### config.mk
export PLATFORM = sky130hd
export DESIGN_NAME = alu_flat
export DESIGN_NICKNAME = d
export VERILOG_FILES = /design/src/rtl/alu_pkg.sv /design/src/rtl/alu_if.sv /design/src/rtl/alu_shifter.sv /design/src/rtl/alu.sv /design/src/flat_wrapper.sv
export SDC_FILE = /design/constraint.sdc
export NUM_CORES = 1
export LEC_CHECK = 0
export ABC_AREA = 0
export ABC_CLOCK_PERIOD_IN_PS = 8850
export CAP_MARGIN = 20
export CORE_MARGIN = 2
export CORE_UTILIZATION = 40
export DETAILED_ROUTE_END_ITERATION = 10
export HOLD_SLACK_MARGIN = 0.1
export SETUP_SLACK_MARGIN = 0.15
export SYNTH_ARGS = -nofsm -noshare
export SYNTH_HDL_FRONTEND = slang
export SYNTH_SLANG_ARGS = --single-unit
### constraint.sdc
create_clock -name clk -period 8.85 [get_ports clk]
set_clock_uncertainty 0.2 [all_clocks]
set_input_delay 1.3275 -clock clk [delete_from_list [all_inputs] [get_ports clk]]
set_output_delay 1.3275 -clock clk [all_outputs]
set_load 0.01 [all_outputs]
### src/rtl/alu_pkg.sv
// Shared ALU definitions: operation encodings (also consumed by the execute-stage
// control decode), shifter modes and small helpers.
package alu_pkg;

    localparam int unsigned XLEN = 32;

    typedef enum logic [3:0] {
        ALU_ADD   = 4'd0,
        ALU_SUB   = 4'd1,
        ALU_SLL   = 4'd2,
        ALU_SLT   = 4'd3,
        ALU_SLTU  = 4'd4,
        ALU_XOR   = 4'd5,
        ALU_SRL   = 4'd6,
        ALU_SRA   = 4'd7,
        ALU_OR    = 4'd8,
        ALU_AND   = 4'd9,
        ALU_JADD  = 4'd10,
        ALU_LUIOP = 4'd11
    } alu_op_e;

    typedef enum logic [1:0] {
        SHIFT_SLL = 2'd0,
        SHIFT_SRL = 2'd1,
        SHIFT_SRA = 2'd2
    } shift_mode_e;

    // Left shifts reuse the right-shift datapath by mirroring the word.
    function automatic logic [XLEN-1:0] bit_reverse(input logic [XLEN-1:0] v);
        logic [XLEN-1:0] r;
        r = '0;
        for (int i = 0; i < XLEN; i++) begin
            r[i] = v[XLEN-1-i];
        end
        return r;
    endfunction

    function automatic shift_mode_e shift_mode_of(input logic [3:0] op);
        shift_mode_e m;
        case (op)
            ALU_SLL: m = SHIFT_SLL;
            ALU_SRA: m = SHIFT_SRA;
            default: m = SHIFT_SRL;
        endcase
        return m;
    endfunction

    function automatic logic is_zero(input logic [XLEN-1:0] v);
        return (v == {XLEN{1'b0}});
    endfunction

endpackage

### src/rtl/alu_if.sv
// Operand/result bundle between the execute stage (master) and the ALU (slave).
interface alu_if;
    import alu_pkg::*;

    logic [XLEN-1:0] rs1;
    logic [XLEN-1:0] rs2;
    logic [3:0]      ALUsel;
    logic [XLEN-1:0] alu_res;
    logic [XLEN-1:0] alu_res_q;
    logic            zero;

    modport master (
        output rs1,
        output rs2,
        output ALUsel,
        input  alu_res,
        input  alu_res_q,
        input  zero
    );

    modport slave (
        input  rs1,
        input  rs2,
        input  ALUsel,
        output alu_res,
        output alu_res_q,
        output zero
    );
endinterface

### src/rtl/alu_shifter.sv
// Five-stage logarithmic right shifter; SLL is done by mirroring in and out,
// SRA by feeding the sign bit as fill.
module alu_shifter
    import alu_pkg::*;
(
    input  logic [XLEN-1:0] data,
    input  logic [4:0]      shamt,
    input  shift_mode_e     mode,
    output logic [XLEN-1:0] result
);

    logic [XLEN-1:0] pre_s;
    logic            fill_s;
    logic [XLEN-1:0] st0_s;
    logic [XLEN-1:0] st1_s;
    logic [XLEN-1:0] st2_s;
    logic [XLEN-1:0] st3_s;
    logic [XLEN-1:0] st4_s;

    // Select the pre-shift word and the fill bit for the chosen mode.
    always_comb begin
        pre_s  = {XLEN{1'b0}};
        fill_s = 1'b0;
        case (mode)
            SHIFT_SLL: begin
                pre_s  = bit_reverse(data);
                fill_s = 1'b0;
            end
            SHIFT_SRL: begin
                pre_s  = data;
                fill_s = 1'b0;
            end
            SHIFT_SRA: begin
                pre_s  = data;
                fill_s = data[XLEN-1];
            end
            default: begin
                pre_s  = {XLEN{1'b0}};
                fill_s = 1'b0;
            end
        endcase
    end

    assign st0_s = shamt[0] ? {fill_s,        pre_s[XLEN-1:1]}  : pre_s;
    assign st1_s = shamt[1] ? {{2{fill_s}},   st0_s[XLEN-1:2]}  : st0_s;
    assign st2_s = shamt[2] ? {{4{fill_s}},   st1_s[XLEN-1:4]}  : st1_s;
    assign st3_s = shamt[3] ? {{8{fill_s}},   st2_s[XLEN-1:8]}  : st2_s;
    assign st4_s = shamt[4] ? {{16{fill_s}},  st3_s[XLEN-1:16]} : st3_s;

    // Undo the mirroring for left shifts.
    always_comb begin
        if (mode == SHIFT_SLL) begin
            result = bit_reverse(st4_s);
        end else begin
            result = st4_s;
        end
    end

endmodule

### src/rtl/alu.sv
// RV32I ALU: combinational result and zero flag plus a registered copy of the
// result; reset clears only the registered copy.
module alu
    import alu_pkg::*;
(
    input  logic   clk,
    input  logic   reset,
    alu_if.slave   bus
);

    logic [XLEN-1:0] sum_s;
    logic [XLEN-1:0] diff_s;
    logic [XLEN-1:0] shift_res_s;
    logic            slt_s;
    logic            sltu_s;
    logic [XLEN-1:0] alu_res_s;
    logic [XLEN-1:0] alu_res_d;
    logic [XLEN-1:0] alu_res_q;

    assign sum_s  = bus.rs1 + bus.rs2;
    assign diff_s = bus.rs1 - bus.rs2;
    assign slt_s  = ($signed(bus.rs1) < $signed(bus.rs2));
    assign sltu_s = (bus.rs1 < bus.rs2);

    alu_shifter u_shifter (
        .data   (bus.rs1),
        .shamt  (bus.rs2[4:0]),
        .mode   (shift_mode_of(bus.ALUsel)),
        .result (shift_res_s)
    );

    // Result multiplexer; reserved encodings yield zero.
    always_comb begin
        alu_res_s = {XLEN{1'b0}};
        case (bus.ALUsel)
            ALU_ADD:   alu_res_s = sum_s;
            ALU_SUB:   alu_res_s = diff_s;
            ALU_SLL:   alu_res_s = shift_res_s;
            ALU_SLT:   alu_res_s = {{(XLEN-1){1'b0}}, slt_s};
            ALU_SLTU:  alu_res_s = {{(XLEN-1){1'b0}}, sltu_s};
            ALU_XOR:   alu_res_s = bus.rs1 ^ bus.rs2;
            ALU_SRL:   alu_res_s = shift_res_s;
            ALU_SRA:   alu_res_s = shift_res_s;
            ALU_OR:    alu_res_s = bus.rs1 | bus.rs2;
            ALU_AND:   alu_res_s = bus.rs1 & bus.rs2;
            ALU_JADD:  alu_res_s = {sum_s[XLEN-1:1], 1'b0};
            ALU_LUIOP: alu_res_s = bus.rs2;
            default:   alu_res_s = {XLEN{1'b0}};
        endcase
    end

    assign alu_res_d = alu_res_s;

    // Registered copy of the result, cleared asynchronously by reset.
    always_ff @(posedge clk or posedge reset) begin
        if (reset) begin
            alu_res_q <= {XLEN{1'b0}};
        end else begin
            alu_res_q <= alu_res_d;
        end
    end

    assign bus.alu_res   = alu_res_s;
    assign bus.zero      = is_zero(alu_res_s);
    assign bus.alu_res_q = alu_res_q;

endmodule

### src/flat_wrapper.sv
// flat-port wrapper written by rule: the top's interface ports become plain ports
module alu_flat import alu_pkg::*;
  (clk, reset, bus_rs1, bus_rs2, bus_ALUsel, bus_alu_res, bus_alu_res_q, bus_zero);
  alu_if bus_i ();
  input  logic clk;
  input  logic reset;
  input wire logic [$bits(bus_i.rs1)-1:0] bus_rs1;
  input wire logic [$bits(bus_i.rs2)-1:0] bus_rs2;
  input wire logic [$bits(bus_i.ALUsel)-1:0] bus_ALUsel;
  output wire logic [$bits(bus_i.alu_res)-1:0] bus_alu_res;
  output wire logic [$bits(bus_i.alu_res_q)-1:0] bus_alu_res_q;
  output wire logic [$bits(bus_i.zero)-1:0] bus_zero;
  assign bus_i.rs1 = bus_rs1;
  assign bus_i.rs2 = bus_rs2;
  assign bus_i.ALUsel = bus_ALUsel;
  assign bus_alu_res = bus_i.alu_res;
  assign bus_alu_res_q = bus_i.alu_res_q;
  assign bus_zero = bus_i.zero;
  alu u_core (.clk(clk), .reset(reset), .bus(bus_i));
endmodule
==> impl_metrics.csv, run 1 <==
group,metric,value,unit
run_status,status,"completed",
finish,largest_register_ff_count,32,
floorplan,fp.dieH,157,um
hold_path,hold_class,"in -> async",
finish,drive_gt1_share,12.5,%
clock_network,clk_pin_slew,0.05,ns
timing,hold_violations,0,
floorplan,io_pins,135,
timing,min_period_over_period,95.6,%
yosys,yosysSeqAreaShare,8.53,%
critical_path,critPathLaunchType,"input pin",
critical_path,critical_path.slowest_cell,"clkdlybuf4s50_1",
drt,viasPerCell,6.74,
drt,met3_length,4.90,mm
drt,dr.pass1.iters,6,
timing,finalSetupViolations,0,
finish,area_growth_syn_to_layout,23.1,%
clock_network,cts_tree,"built",
drt,wl_met2,20.9,mm
drt,wl_met1,20.0,mm
floorplan,start_util,40.3,%
floorplan,core-area,23300,um2
critical_path,crit_type,"in -> out",
yosys,synth_edf_count,0,
yosys,synth_fp_nets,1473,
grt,grt_pass1_vias,10800,
grt,track_usage,37.9,%
clock_network,cts_max_level,2,
drt,vias,11800,
finish,n_fill_cell,2353,
timing,slew_violations,0,
finish,layout_common_cells,"clkdlybuf4s50_1 (132), nand2_1 (130), nor2_1 (125), a21oi_1 (102), ha_1 (96)",
grt,grt-ovfl-total,0,
finish,layout_commonest_cell,"clkdlybuf4s50_1",
drt,ant_nets,0,
floorplan,row_count,56,
critical_path,cp-end-kind,"primary output",
yosys,synth_ff_type,"dfrtp_1",
finish,num_antenna_cells,0,
grt,antenna_found_initial,0,
timing,rsz0062_at_grt,"false",
drt,wl_per_cell,27.3,um
yosys,synth_seq_cells,32,
clock_network,root_buffer,"clkbuf_16",
power_and_ir_drop,peakVddDrop,0.0000859,V
clock_network,cts_buffer_depth,2,
timing,fin_ws,0.386,ns
placed_design,hpwl,37.9,mm
drt,first_iter_violations,1443,
floorplan,die-area,24700,um2
floorplan,die_x,157,um
grt,grt_max_degree,43,
yosys,netlist_area,9380,um2
timing,fmax,118,MHz
drt,drt-total-wl,48.1,mm
timing,worstMarginPinSlew,0.934,ns
yosys,synth_async_sr_flop_share,100,%
flow_run,maxCapViolations,0,
yosys,syn_avg_cell_area,7.19,um2
grt,grt_first_pass_wirelength,69.8,mm
placed_design,dp_slack,0.355,ns
critical_path,cp.arrival,6.94,ns
timing,maxSlewHeadroom,37.7,%
yosys,netlist_instances,1305,
drt,top_layer,"met4",
placed_design,place_congestion,1.04,
power_and_ir_drop,p_leak,4.80,nW
critical_path,cp_max_fo,6,
timing,period_minus_slack,8.46,ns
power_and_ir_drop,power_density,99.1,nW/um2
critical_path,slowest_delay,0.66,ns
finish,reg_top3,"u_core.bus.alu_res_q: 32 flops",
timing,finalSetupTns,0,ns
finish,final_nets,1607,
critical_path,worstPathRequired,7.32,ns
yosys,ys_types,86,
drt,drcViolationCount,0,
clock_network,cts_buffers,5,
critical_path,crit_start,"bus_rs1[0]",
yosys,yosys_warnings,0,
placed_design,port_buffers,134,
critical_path,path_cells,"clkdlybuf4s50_1 -> ha_1 -> inv_1 -> fa_1 -> nor2b_1 -> o2111ai_1 -> a211oi_1 -> a211o_1 -> xnor2_1 -> o211ai_1 -> or4b_1 -> or4_1 -> nor4_1 -> nand4b_1 -> or4_1 -> nor4_2 -> clkdlybuf4s50_1",
clock_network,hold_buffers,0,
clock_network,cts_num_sinks,32,
finish,regMostFlops,"u_core.bus.alu_res_q",
## per-layer routing
metal	global-route usage, %	vias to the layer above
met5	0	-
met4	14.0	0
met3	5.40	138
met2	59.9	809
met1	52.3	5696
li1	-	5203
## critical path: cells and delay by family
| family | cells | cell delay (ns) |
|---|---|---|
| and+or+nand+nor | 7 | 2.41 |
| adders and majority gates | 2 | 0.68 |
| xor gates and xnor gates | 1 | 0.16 |
| AOI/OAI and AO/OA | 4 | 1.07 |
| buffers and inverters | 3 | 1.30 |
## cells in the mapped netlist, types with 26 or more instances
cell type	n	area, um2
a21oi_1	102	510
a22oi_1	26	195
clkbuf_1	72	270
dfrtp_1	32	801
ha_1	96	1200
inv_1	87	327
mux2_2	37	417
mux4_2	30	676
nand2_1	130	488
nor2_1	125	469
nor3_1	39	195
o21ai_0	83	415
o22ai_1	29	181
## through the flow
step / cell area (um2) / hold WS, ns / utilization, % / total power, mW / std cells
after floorplan: 9380 / 1.24 / - / 0.605 / 1305
after global placement: 11300 / 1.78 / 48.8 / 0.961 / 1746
after detailed placement: 11400 / 1.42 / 48.9 / 0.961 / 1747
after CTS: 11500 / 1.14 / 49.4 / 1.12 / 1754
after global routing: 11500 / 1.19 / 49.6 / 1.20 / 1758
final: 11500 / 1.13 / 49.6 / 1.14 / 1758
## timing repair
action	CTS	global route
setup buffers	0	3
resized for setup	0	4
setup endpoints to repair	0	1
## power breakdown
group | internal [mW] | switching, mW | total (mW)
Clock | 0.102 | 0.0560 | 0.158
Sequential | 0.169 | 0.00510 | 0.174
Combinational | 0.329 | 0.484 | 0.812
Total | 0.600 | 0.545 | 1.14
## path summary, 6_finish.rpt
path	end	slack (ns)	depth (start not counted)
worst max-delay path	bus_zero	0.39	17
worst min-delay path	u_core.bus.alu_res_q[18]	1.13	2
min in group clk	u_core.bus.alu_res_q[25]	1.90	6
max in group asynchronous	u_core.bus.alu_res_q[31]	6.89	3
## final cells by class
cell class,count,area [um2],area share (%)
Multi-Input combinational cell,1091,7890,68.3
Timing Repair Buffer,218,1980,17.2
Sequential cell,32,801,6.93
Tap cell,319,399,3.46
Inverter,91,342,2.96
Clock buffer,6,129,1.12
Clock inverter,1,5.00,0.0433
## kinds of logic after synthesis
group,count (synthesis),share of synthesized area [%]
AOI/OAI and AO/OA,467,33.7
muxes,88,13.9
DFF,32,8.53
buffers and inverters,183,7.67
adders and majority gates,98,13.2
xor gates and xnor gates,18,1.68
and+or+nand+nor,419,21.3
Note: power is estimated with default switching activity, not from simulation.
==> run 2: changes to the inputs <==
- ABC_CLOCK_PERIOD_IN_PS: 8850 -> not set
==> results of run 2 <==
No change in the layout: final DEF, timing and power equal those of run 1.
